`src/rtl/mem_arbiter.sv`:
```
// -----------------------------------------------------------------------------
// mem_arbiter
//   Shares one in-order memory request port between an instruction-fetch
//   requester and a load/store requester. Every accepted request pushes a tag
//   {src, discard} into a small FIFO. Each in-order memory response pops the
//   head tag and is routed back to the requester that issued it.
//
//   Data requests normally win the port. The fetch side is forced through
//   after STARVE_LIM consecutive data grants while it waits. A pipeline flush
//   (inst_cancel) marks every outstanding fetch tag as discarded, so those
//   responses are consumed silently.
//
// Parameters
//   MAX_OUT     maximum accepted-but-unanswered memory requests (1..4)
//   STARVE_LIM  consecutive data grants allowed while a fetch waits
//
// Ports
//   clk, reset                    clock, synchronous active-high reset
//   inst_req/inst_addr            fetch request (read-only)
//   inst_addr_ok                  fetch accepted this cycle
//   inst_data_ok/inst_rdata       fetch response
//   inst_cancel                   flush: drop all outstanding fetch responses
//   data_req/wr/wstrb/addr/wdata  load/store request
//   data_addr_ok                  load/store accepted this cycle
//   data_data_ok/data_rdata       load data valid or store complete
//   mem_req/wr/wstrb/addr/wdata   shared memory request port
//   mem_gnt                       memory accepts mem_req this cycle
//   mem_rvalid/mem_rdata          in-order memory response
//   err_unexp                     sticky: response seen with nothing outstanding
// -----------------------------------------------------------------------------
module mem_arbiter #(
  parameter int MAX_OUT    = 2,
  parameter int STARVE_LIM = 4
) (
  input  logic        clk,
  input  logic        reset,
  // instruction fetch port
  input  logic        inst_req,
  input  logic [31:0] inst_addr,
  input  logic        inst_cancel,
  output logic        inst_addr_ok,
  output logic        inst_data_ok,
  output logic [31:0] inst_rdata,
  // load/store port
  input  logic        data_req,
  input  logic        data_wr,
  input  logic [3:0]  data_wstrb,
  input  logic [31:0] data_addr,
  input  logic [31:0] data_wdata,
  output logic        data_addr_ok,
  output logic        data_data_ok,
  output logic [31:0] data_rdata,
  // shared memory port
  output logic        mem_req,
  output logic        mem_wr,
  output logic [3:0]  mem_wstrb,
  output logic [31:0] mem_addr,
  output logic [31:0] mem_wdata,
  input  logic        mem_gnt,
  input  logic        mem_rvalid,
  input  logic [31:0] mem_rdata,
  // status
  output logic        err_unexp
);

  localparam int PW = (MAX_OUT > 1) ? $clog2(MAX_OUT) : 1;
  localparam int CW = $clog2(MAX_OUT + 1);
  localparam int SW = (STARVE_LIM > 0) ? $clog2(STARVE_LIM + 1) : 1;

  // Tag FIFO state
  logic [CW-1:0]      cnt_q, cnt_d;
  logic [PW-1:0]      head_q, head_d;
  logic [PW-1:0]      tail_q, tail_d;
  logic [MAX_OUT-1:0] src_q, src_d;     // 0 = fetch, 1 = load/store
  logic [MAX_OUT-1:0] disc_q, disc_d;   // response to be dropped silently
  logic [MAX_OUT-1:0] valid;            // entry currently holds a live tag

  // Arbitration state
  logic [SW-1:0]      starve_q, starve_d;
  logic               err_q, err_d;

  // Combinational control
  logic can_issue;
  logic inst_ok;
  logic starved;
  logic sel_inst;
  logic sel_data;
  logic push;
  logic pop;
  logic has_head;
  logic head_src;
  logic head_disc;
  logic inst_hs;
  logic data_hs;

  // Circular pointer advance for a FIFO that need not be a power of two deep.
  function automatic logic [PW-1:0] ptr_inc(input logic [PW-1:0] p);
    if (p == PW'(MAX_OUT - 1)) begin
      return '0;
    end
    return p + PW'(1);
  endfunction

  // Saturating increment of the starvation counter.
  function automatic logic [SW-1:0] sat_inc(input logic [SW-1:0] v);
    if (v == SW'(STARVE_LIM)) begin
      return v;
    end
    return v + SW'(1);
  endfunction

  // ---------------------------------------------------------------------------
  // Arbitration and request path
  // ---------------------------------------------------------------------------
  // Issue is gated by the registered count only; a response arriving in the
  // same cycle frees a slot for the next cycle, not this one.
  assign can_issue = ~reset & (cnt_q < CW'(MAX_OUT));

  // A flushing pipeline must not issue a fetch it would immediately discard.
  assign inst_ok   = inst_req & ~inst_cancel;
  assign starved   = (starve_q == SW'(STARVE_LIM));
  assign sel_inst  = inst_ok & (~data_req | starved);
  assign sel_data  = data_req & ~sel_inst;

  assign mem_req   = can_issue & (sel_inst | sel_data);
  assign mem_wr    = sel_data & data_wr;
  assign mem_wstrb = sel_data ? data_wstrb : 4'b0000;
  assign mem_wdata = sel_data ? data_wdata : 32'h0000_0000;
  assign mem_addr  = sel_data ? data_addr  : inst_addr;

  assign push      = mem_req & mem_gnt;
  assign inst_hs   = push & sel_inst;
  assign data_hs   = push & sel_data;

  assign inst_addr_ok = inst_hs;
  assign data_addr_ok = data_hs;

  // ---------------------------------------------------------------------------
  // Response path (zero latency from the FIFO head)
  // ---------------------------------------------------------------------------
  assign has_head  = (cnt_q != '0);
  assign pop       = mem_rvalid & has_head & ~reset;
  assign head_src  = src_q[head_q];
  assign head_disc = disc_q[head_q];

  // A cancel landing on the same cycle as a fetch response also drops it.
  assign inst_data_ok = pop & ~head_src & ~head_disc & ~inst_cancel;
  assign data_data_ok = pop & head_src;
  assign inst_rdata   = mem_rdata;
  assign data_rdata   = mem_rdata;
  assign err_unexp    = err_q;

  // ---------------------------------------------------------------------------
  // Next-state logic
  // ---------------------------------------------------------------------------
  always_comb begin
    int off;
    off   = 0;
    valid = '0;
    // An entry is live when its distance from head is below the count.
    for (int i = 0; i < MAX_OUT; i++) begin
      off = i - int'(head_q);
      if (off < 0) begin
        off = off + MAX_OUT;
      end
      valid[i] = (off < int'(cnt_q));
    end
  end

  always_comb begin
    cnt_d    = cnt_q;
    head_d   = head_q;
    tail_d   = tail_q;
    src_d    = src_q;
    disc_d   = disc_q;
    starve_d = starve_q;
    err_d    = err_q;

    if (push && !pop) begin
      cnt_d = cnt_q + CW'(1);
    end else if (pop && !push) begin
      cnt_d = cnt_q - CW'(1);
    end

    if (pop) begin
      head_d = ptr_inc(head_q);
    end

    // Flush marks every live fetch tag, including the one popping now.
    if (inst_cancel) begin
      for (int i = 0; i < MAX_OUT; i++) begin
        if (valid[i] && !src_q[i]) begin
          disc_d[i] = 1'b1;
        end
      end
    end

    if (push) begin
      src_d[tail_q]  = sel_data;
      disc_d[tail_q] = 1'b0;
      tail_d         = ptr_inc(tail_q);
    end

    if (!inst_req || inst_hs) begin
      starve_d = '0;
    end else if (data_hs) begin
      starve_d = sat_inc(starve_q);
    end

    if (mem_rvalid && !has_head) begin
      err_d = 1'b1;
    end
  end

  // ---------------------------------------------------------------------------
  // State registers
  // ---------------------------------------------------------------------------
  always_ff @(posedge clk) begin
    if (reset) begin
      cnt_q    <= '0;
      head_q   <= '0;
      tail_q   <= '0;
      disc_q   <= '0;
      starve_q <= '0;
      err_q    <= 1'b0;
    end else begin
      cnt_q    <= cnt_d;
      head_q   <= head_d;
      tail_q   <= tail_d;
      disc_q   <= disc_d;
      starve_q <= starve_d;
      err_q    <= err_d;
    end
  end

  // The source flag is only meaningful while its entry is live, so it needs
  // no reset.
  always_ff @(posedge clk) begin
    src_q <= src_d;
  end

endmodule
```
`config.mk`:
```
export PLATFORM = sky130hd
export DESIGN_NAME = mem_arbiter
export DESIGN_NICKNAME = d
export VERILOG_FILES = /design/src/rtl/mem_arbiter.sv
export SDC_FILE = /design/constraint.sdc
export NUM_CORES = 1
export LEC_CHECK = 0
export BUFFER_PORTS_ARGS = -buffer_cell sky130_fd_sc_hd__clkbuf_2
export CORE_AREA = 2 2 108 110
export DETAILED_ROUTE_END_ITERATION = 6
export DIE_AREA = 0 0 110 112
export GPL_TIMING_DRIVEN = 0
export HOLD_SLACK_MARGIN = 0.02
export PLACE_DENSITY_LB_ADDON = 0.05
export REMOVE_ABC_BUFFERS = 1
export SYNTH_ARGS = -nofsm -noshare
export SYNTH_HDL_FRONTEND = slang
export SYNTH_SLANG_ARGS = --single-unit
```
`constraint.sdc`:
```
create_clock -name clk -period 4.9 [get_ports clk]
set_clock_uncertainty 0.05 [all_clocks]
set_input_delay 0.98 -clock clk [delete_from_list [all_inputs] [get_ports clk]]
set_output_delay 0.98 -clock clk [all_outputs]
set_load 0.1 [all_outputs]
```
==> results.md, run 1 <==
- Total CTS buffers: 3
- Hold_buf cts: 0
- Worst-Margin Slew: slightly below 1 ns
- Critical path capture point type: output port
- Congestion Overflow GR: 0
- Die height: 112 µm
- Power per Cell Area: ~300 nW/µm²
- Startpoint Class: input port
- Synth top area cells: buf_4 (27%), nand2_1 (21%), and2_1 (13%)
- Final setup TNS: 0 ns
- Synth-to-Final Area Change: 34.62%
- WL final: about 9.5 mm
- Flops & latches, synth: 12
- Final setup violating endpoints: 0
- Arrival @ worst endpoint: 3.51 ns
- Number of synthesized flops with an enable pin: 2
- Dominant cell type by area after synthesis: buf_4
- Post-CTS setup buffers: 0
- Rel. slew slack: approximately a third
- Slew Limit Fails: 0
- Post-synth top area share: a little over a quarter
- Area post-placement: ~2400 µm²
- Fmax: between 200 and 250 MHz
- Antenna Nets Post-Route: 0
- Nets: approximately 540
- Mapped Cells: between 200 and 300
- Sequential share of power: between 10% and 20%
- Bufs on Longest Clock Path: 2
- Port Buffers: approximately 180
- Total GRT Usage: approximately 15%
- First-pass GRT wire length: 13.26 mm
- Finished Cell Area: around 2400 µm²
- Min Tclk post-route: ~4.5 ns
- Status: complete, no violations
- CTS H-tree lvls: 1
- Hold Crit Class: register to register
- Final period utilization: between 90% and 100%
- Switching Power: roughly 0.43 mW
- CTS Root Cell: clkbuf_16
- Fin cells: between 500 and 600
- Antenna Cells: 0
- Wire per inst: around 18 µm
- Synth Warn #: 0
- Gpl congestion: roughly 0.74
- Avg Inst Size Synth: around 6.4 µm²
- Vias per cell: a little over 4
- Reg2reg path depth: 5
- Clk sinks: 12
- CP Max Fanout: a little over 70
- Synth cell types: 38
- Total core area: 11170 µm²
- Cell-internal power: just over 0.3 mW
- VDD IR max: 0.1421 mV
- WHS Path Cells: 2
- Ports: about 280
- CP required: between 3 and 4 ns
- DPL Wire Length: around 8 mm
- Rows: 39
- Vias in the first global route: between 2000 and 2500
- Initial Util: between 10% and 20%
- Lkg Pwr: between 1 and 1.5 nW
- First-pass DRT Iterations: 5
- Register area share after synthesis: between 10% and 20%
- Max_cap viols: 0
- Clk Latency, worst-skew pair: 0.24 ns
- Synth cell count leaders: nand2_1 (99), buf_4 (64), and2_1 (37), nor2_1 (13)
- Number of placed cells counting well taps: approximately 530
- DRC Markers: 0
- CTS tree: built
- Combinational share of power: a little under two thirds
- Post-cts repair resize count: 0
- Sw Ratio: just under 60%
- Largest net degree at the start of global routing: 72
- Final hold violations: 0
- Most instantiated library cell after synthesis: nand2_1
- Vias: ~2200
- Die Wd: roughly 110 µm
- Worst hold slack: 0.4127 ns
- Setup CP Type: input port to output port
- Initial antenna violation count: 0
- Clock transition at path regs: approximately 0.04 ns
- FFs w/ async S/R, synth: 0%
- Clock power frac: between 20% and 30%
- RSZ-0062 raised after global routing: no
- Initial DRC count: roughly 80
- Power consumption: roughly 0.73 mW
- Share of post-route cells with drive strength above 1: 49.24%
- Mapped Area: ~1800 µm²
- Die area: 12320 µm²
- Top FF cell, synth: dfxtp_1
[state kept, by name, indices dropped and copies added (netlist names)]
name / cells
err_unexp: 1
src_q: 2
tail_q: 1
starve_q: 3
cnt_q: 2
head_q: 1
disc_q: 2
[path summary, 6_finish.rpt]
kind | startpoint | endpoint | slack, ns
max | inst_cancel | mem_wstrb[0] | 0.36
min | err_unexp$_SDFFE_PP0P_ | err_unexp$_SDFFE_PP0P_ | 0.41
max reg2reg | starve_q[0]$_SDFFE_PP0P_ | src_q[1]$_DFFE_PP_ | 2.28
min reg2reg | err_unexp$_SDFFE_PP0P_ | err_unexp$_SDFFE_PP0P_ | 0.41
[power groups by stage]
stage	Combinational (mW)	Sequential (mW)	Clock [mW]
6_report	0.464	0.117	0.151
5_1_grt	0.488	0.118	0.162
4_1_cts	0.468	0.117	0.156
3_5_place_dp	0.467	0.119	0
3_3_place_gp	0.470	0.119	0
2_1_floorplan	0.357	0.125	0
[worst max-delay path, stage by stage]
cell and delay [ns]:
clkbuf_2 0.14, nand2b_4 0.17, o21ai_4 0.73, inv_2 0.67
and2_1 0.41, clkbuf_2 0.38
[cells by family after synthesis]
family | count (synthesis) | share of synthesized area, %
multiplexers | 2 | 1.106
AO/OA/AOI/OAI | 16 | 6.636
adder cells (fa/ha/maj) | 3 | 2.073
XOR/XNOR | 4 | 1.935
flip-flops | 12 | 14.37
AND/OR/NAND/NOR | 165 | 42.57
buffers and inverters | 81 | 31.31
[through the flow]
step | worst slack (ns) | utilization (%)
floorplan | 0.4031 | -
global placement | 0.1275 | 21.11
detailed placement | 0.2146 | 21.11
CTS | 0.2175 | 21.81
global route | 0.03439 | 21.81
finish | 0.3644 | 21.81
[per-layer routing]
| metal | track usage [%] | wire length, µm | share of wire [%] | vias up |
|---|---|---|---|---|
| met5 | 7.143 | 26 | 0.27 | - |
| met2 | 20.00 | 3838 | 40 | 206 |
| met3 | 13.70 | 1818 | 19 | 8 |
| li1 | - | - | - | 1031 |
| met4 | 2.363 | 80 | 0.84 | 2 |
| met1 | 17.16 | 3755 | 39 | 948 |
[area by class of cell]
cell class                 count  area, µm²
clock buffer                   3      75.07
clock inverter                 1      3.754
sequential                    12      260.3
inverter                       6      25.02
fill                        1339       8737
tap                          143      178.9
timing repair buffer         182      910.9
multi-input combinational    190      983.4
[placed cells by master, fill, tap and decap left out, drive strengths merged]
master / netlist / final
nand4: 1 / 1
nor3b: 1 / 1
o21a: 1 / 1
nand2: 99 / 99
a21o: 1 / 1
nand2b: 2 / 2
a21boi: 1 / 1
nor3: 5 / 5
o22ai: 1 / 1
nand4b: 1 / 1
clkinv: 0 / 1
a21oi: 4 / 4
nand3: 1 / 1
mux2i: 2 / 2
o211ai: 2 / 2
or3: 1 / 1
edfxtp: 2 / 2
and2: 38 / 38
nor2: 13 / 13
or2: 1 / 1
dfxtp: 10 / 10
a31oi: 1 / 1
nor2b: 2 / 2
xnor2: 2 / 2
inv: 6 / 6
o21ai: 5 / 5
ha: 3 / 3
xor2: 2 / 2
clkbuf: 0 / 185
No activity file was read; power rests on OpenSTA's default activity.
==> inputs of run 2 (changes only) <==
- clock period: 4.9 -> 4.5 ns (I/O delays scaled with it)
==> run 2 against run 1 <==
Sequential cell count is the same. First-iteration DRC count unchanged. Final area grew 0.36%. Setup slack better by 0.12 ns. Via count rose by 0.23%. Final cell count up 0.19%. Hold slack is essentially flat. Sequential power up 9%. Count of clock-buffer cells in the layout unchanged. Register-to-register slack got worse by 0.07 ns. Die area is the same. Largest power group unchanged. Highest routed layer unchanged.
==> results.md, run 2 (synthesis results as in run 1) <==
- Hold_buf cts: 0
- Final setup violating endpoints: 0
- Rel. slew slack: 34.45%
- Most common cell after layout, fill and taps aside: clkbuf_2
- Vias per cell: approximately 4
- Post-cts repair resize count: 0
- Sequential share of power: 15.9%
- Initial DRC count: 82
- Finished Cell Area: 2446 µm²
- Initial Util: between 10% and 20%
- Largest net degree at the start of global routing: between 70 and 80
- Wire per inst: 18.46 µm
- VDD IR max: roughly 0.15 mV
- CP max stage delay: roughly 0.55 ns
- Fmax: approximately 250 MHz
- Commonest non-fill, non-tap cells in the layout: clkbuf_2 (182), nand2_1 (99), and2_1 (37)
- Clock power frac: 20.5%
- CP required: about 3.6 ns
- Antenna Cells: 0
- Clk Latency, worst-skew pair: 0.24 ns
- Gpl congestion: around 0.74
- Switching Power: 0.4665 mW
- Cell-internal power: 0.3324 mW
- Worst hold slack: 0.4127 ns
- Die Wd: between 100 and 150 µm
- Worst-Margin Slew: 0.9818 ns
- RSZ-0062 raised after global routing: no
- Max_cap viols: 0
- Critical path capture point type: output port
- Clk sinks: 12
- Uppermost layer routed: met5
- CTS tree: built
- Share of post-route cells with drive strength above 1: 49.37%
- Synth-to-Final Area Change: 35.11%
- Slew Limit Fails: 0
- Initial antenna violation count: 0
- Congestion Overflow GR: 0
- M1 wire length: roughly 3.9 mm
- Fin worst setup slack: 0.4838 ns
- Final period utilization: 89.25%
- CTS Root Cell: clkbuf_16
- Critical Path Most Common Cell: clkbuf_2
- Final hold violations: 0
- Port Buffers: 182
- Ports: between 200 and 300
- Total GRT Usage: 15.63%
- Most flops, register: starve_q
- Antenna Nets Post-Route: 0
- CP Max Fanout: a little over 70
- Rows: 39
- Die area: approximately 12000 µm²
- DPL Wire Length: 8.037 mm
- Power consumption: about 0.8 mW
- First-pass DRT Iterations: 4
- Setup CP Type: input port to output port
- Max reg flops: 3
- Post-CTS setup buffers: 0
- Sw Ratio: 58.39%
- Hold Crit Class: register to register
- Power per Cell Area: around 330 nW/µm²
- CP max-delay cell: inv_2
- Arrival @ worst endpoint: a little over 3 ns
- Startpoint Class: input port
- WL final: 9.933 mm
- Area post-placement: 2359 µm²
- Vias: 2200
- Clock transition at path regs: approximately 0.040 ns
- Status: complete, no violations
- Lkg Pwr: between 1 and 1.5 nW
- Min Tclk post-route: 4.016 ns
- Total CTS buffers: 3
- Pre-CTS setup slack: -0.02540 ns
- First-pass GRT wire length: 13.80 mm
- CTS H-tree lvls: 1
- Vias in the first global route: about 2200
- Met3 wire len: slightly below 2 mm
- Bufs on Longest Clock Path: 2
- Critical path cell sequence: clkbuf_2, nand2b_4, o21ai_4, inv_2, and2_1, clkbuf_2
- Detail Route met2 WL: 3.998 mm
- Combinational share of power: approximately 64%
- Die height: approximately 110 µm
- Nets: 539
- Total core area: 11170 µm²
- DRC Markers: 0
run 2: cell count changes in the layout (fill, tap and decap cells not counted):
| cell | previous run | this run |
|---|---|---|
| o21ai_2 | 0 | 1 |
run 2: path summary, 6_finish.rpt:
path	slack, ns	to	start	cells past startpoint
worst max register to register	2.21	src_q[0]$_DFFE_PP_	starve_q[0]$_SDFFE_PP0P_	5
worst min register to register	0.41	err_unexp$_SDFFE_PP0P_	err_unexp$_SDFFE_PP0P_	2
worst min-delay path	0.41	err_unexp$_SDFFE_PP0P_	err_unexp$_SDFFE_PP0P_	2
worst max-delay path	0.48	mem_wstrb[0]	inst_cancel	6
run 2: area by class of cell:
type / instances / area (µm²)
Tap cell: 143 / 178.9
Clock inverter: 1 / 3.754
Clock buffer: 3 / 75.07
Inverter: 6 / 25.02
Multi-Input combinational cell: 191 / 992.2
Timing Repair Buffer: 182 / 910.9
Sequential cell: 12 / 260.3
Fill cell: 1341 / 8728
run 2: layer usage:
metal  global-route usage, %  vias to the layer above
li1                        -                     1034
met1                   18.54                      941
met2                   20.86                      217
met3                   13.70                        6
met4                   2.363                        2
met5                   7.143                        -
run 2: power by group through the flow:
stage,clock (mW),sequential (mW),combinational (mW)
2_1_floorplan,0,0.136,0.388
3_3_place_gp,0,0.130,0.511
3_5_place_dp,0,0.130,0.509
4_1_cts,0.170,0.127,0.513
5_1_grt,0.176,0.129,0.533
6_report,0.164,0.127,0.508
run 2: worst max-delay path, delay by kind of cell:
kind	cells	cell delay, ns
AO/OA/AOI/OAI	1	0.50
AND/OR/NAND/NOR	2	0.58
buffers and inverters	3	1.07
run 2: metrics by stage:
stage / setup TNS (ns) / util [%] / std cells
global route: 0 / 21.89 / 538
CTS: 0 / 21.89 / 538
global placement: -2.568 / 21.11 / 533
finish: 0 / 21.89 / 538
detailed placement: -0.07943 / 21.11 / 533
floorplan: 0 / - / 208
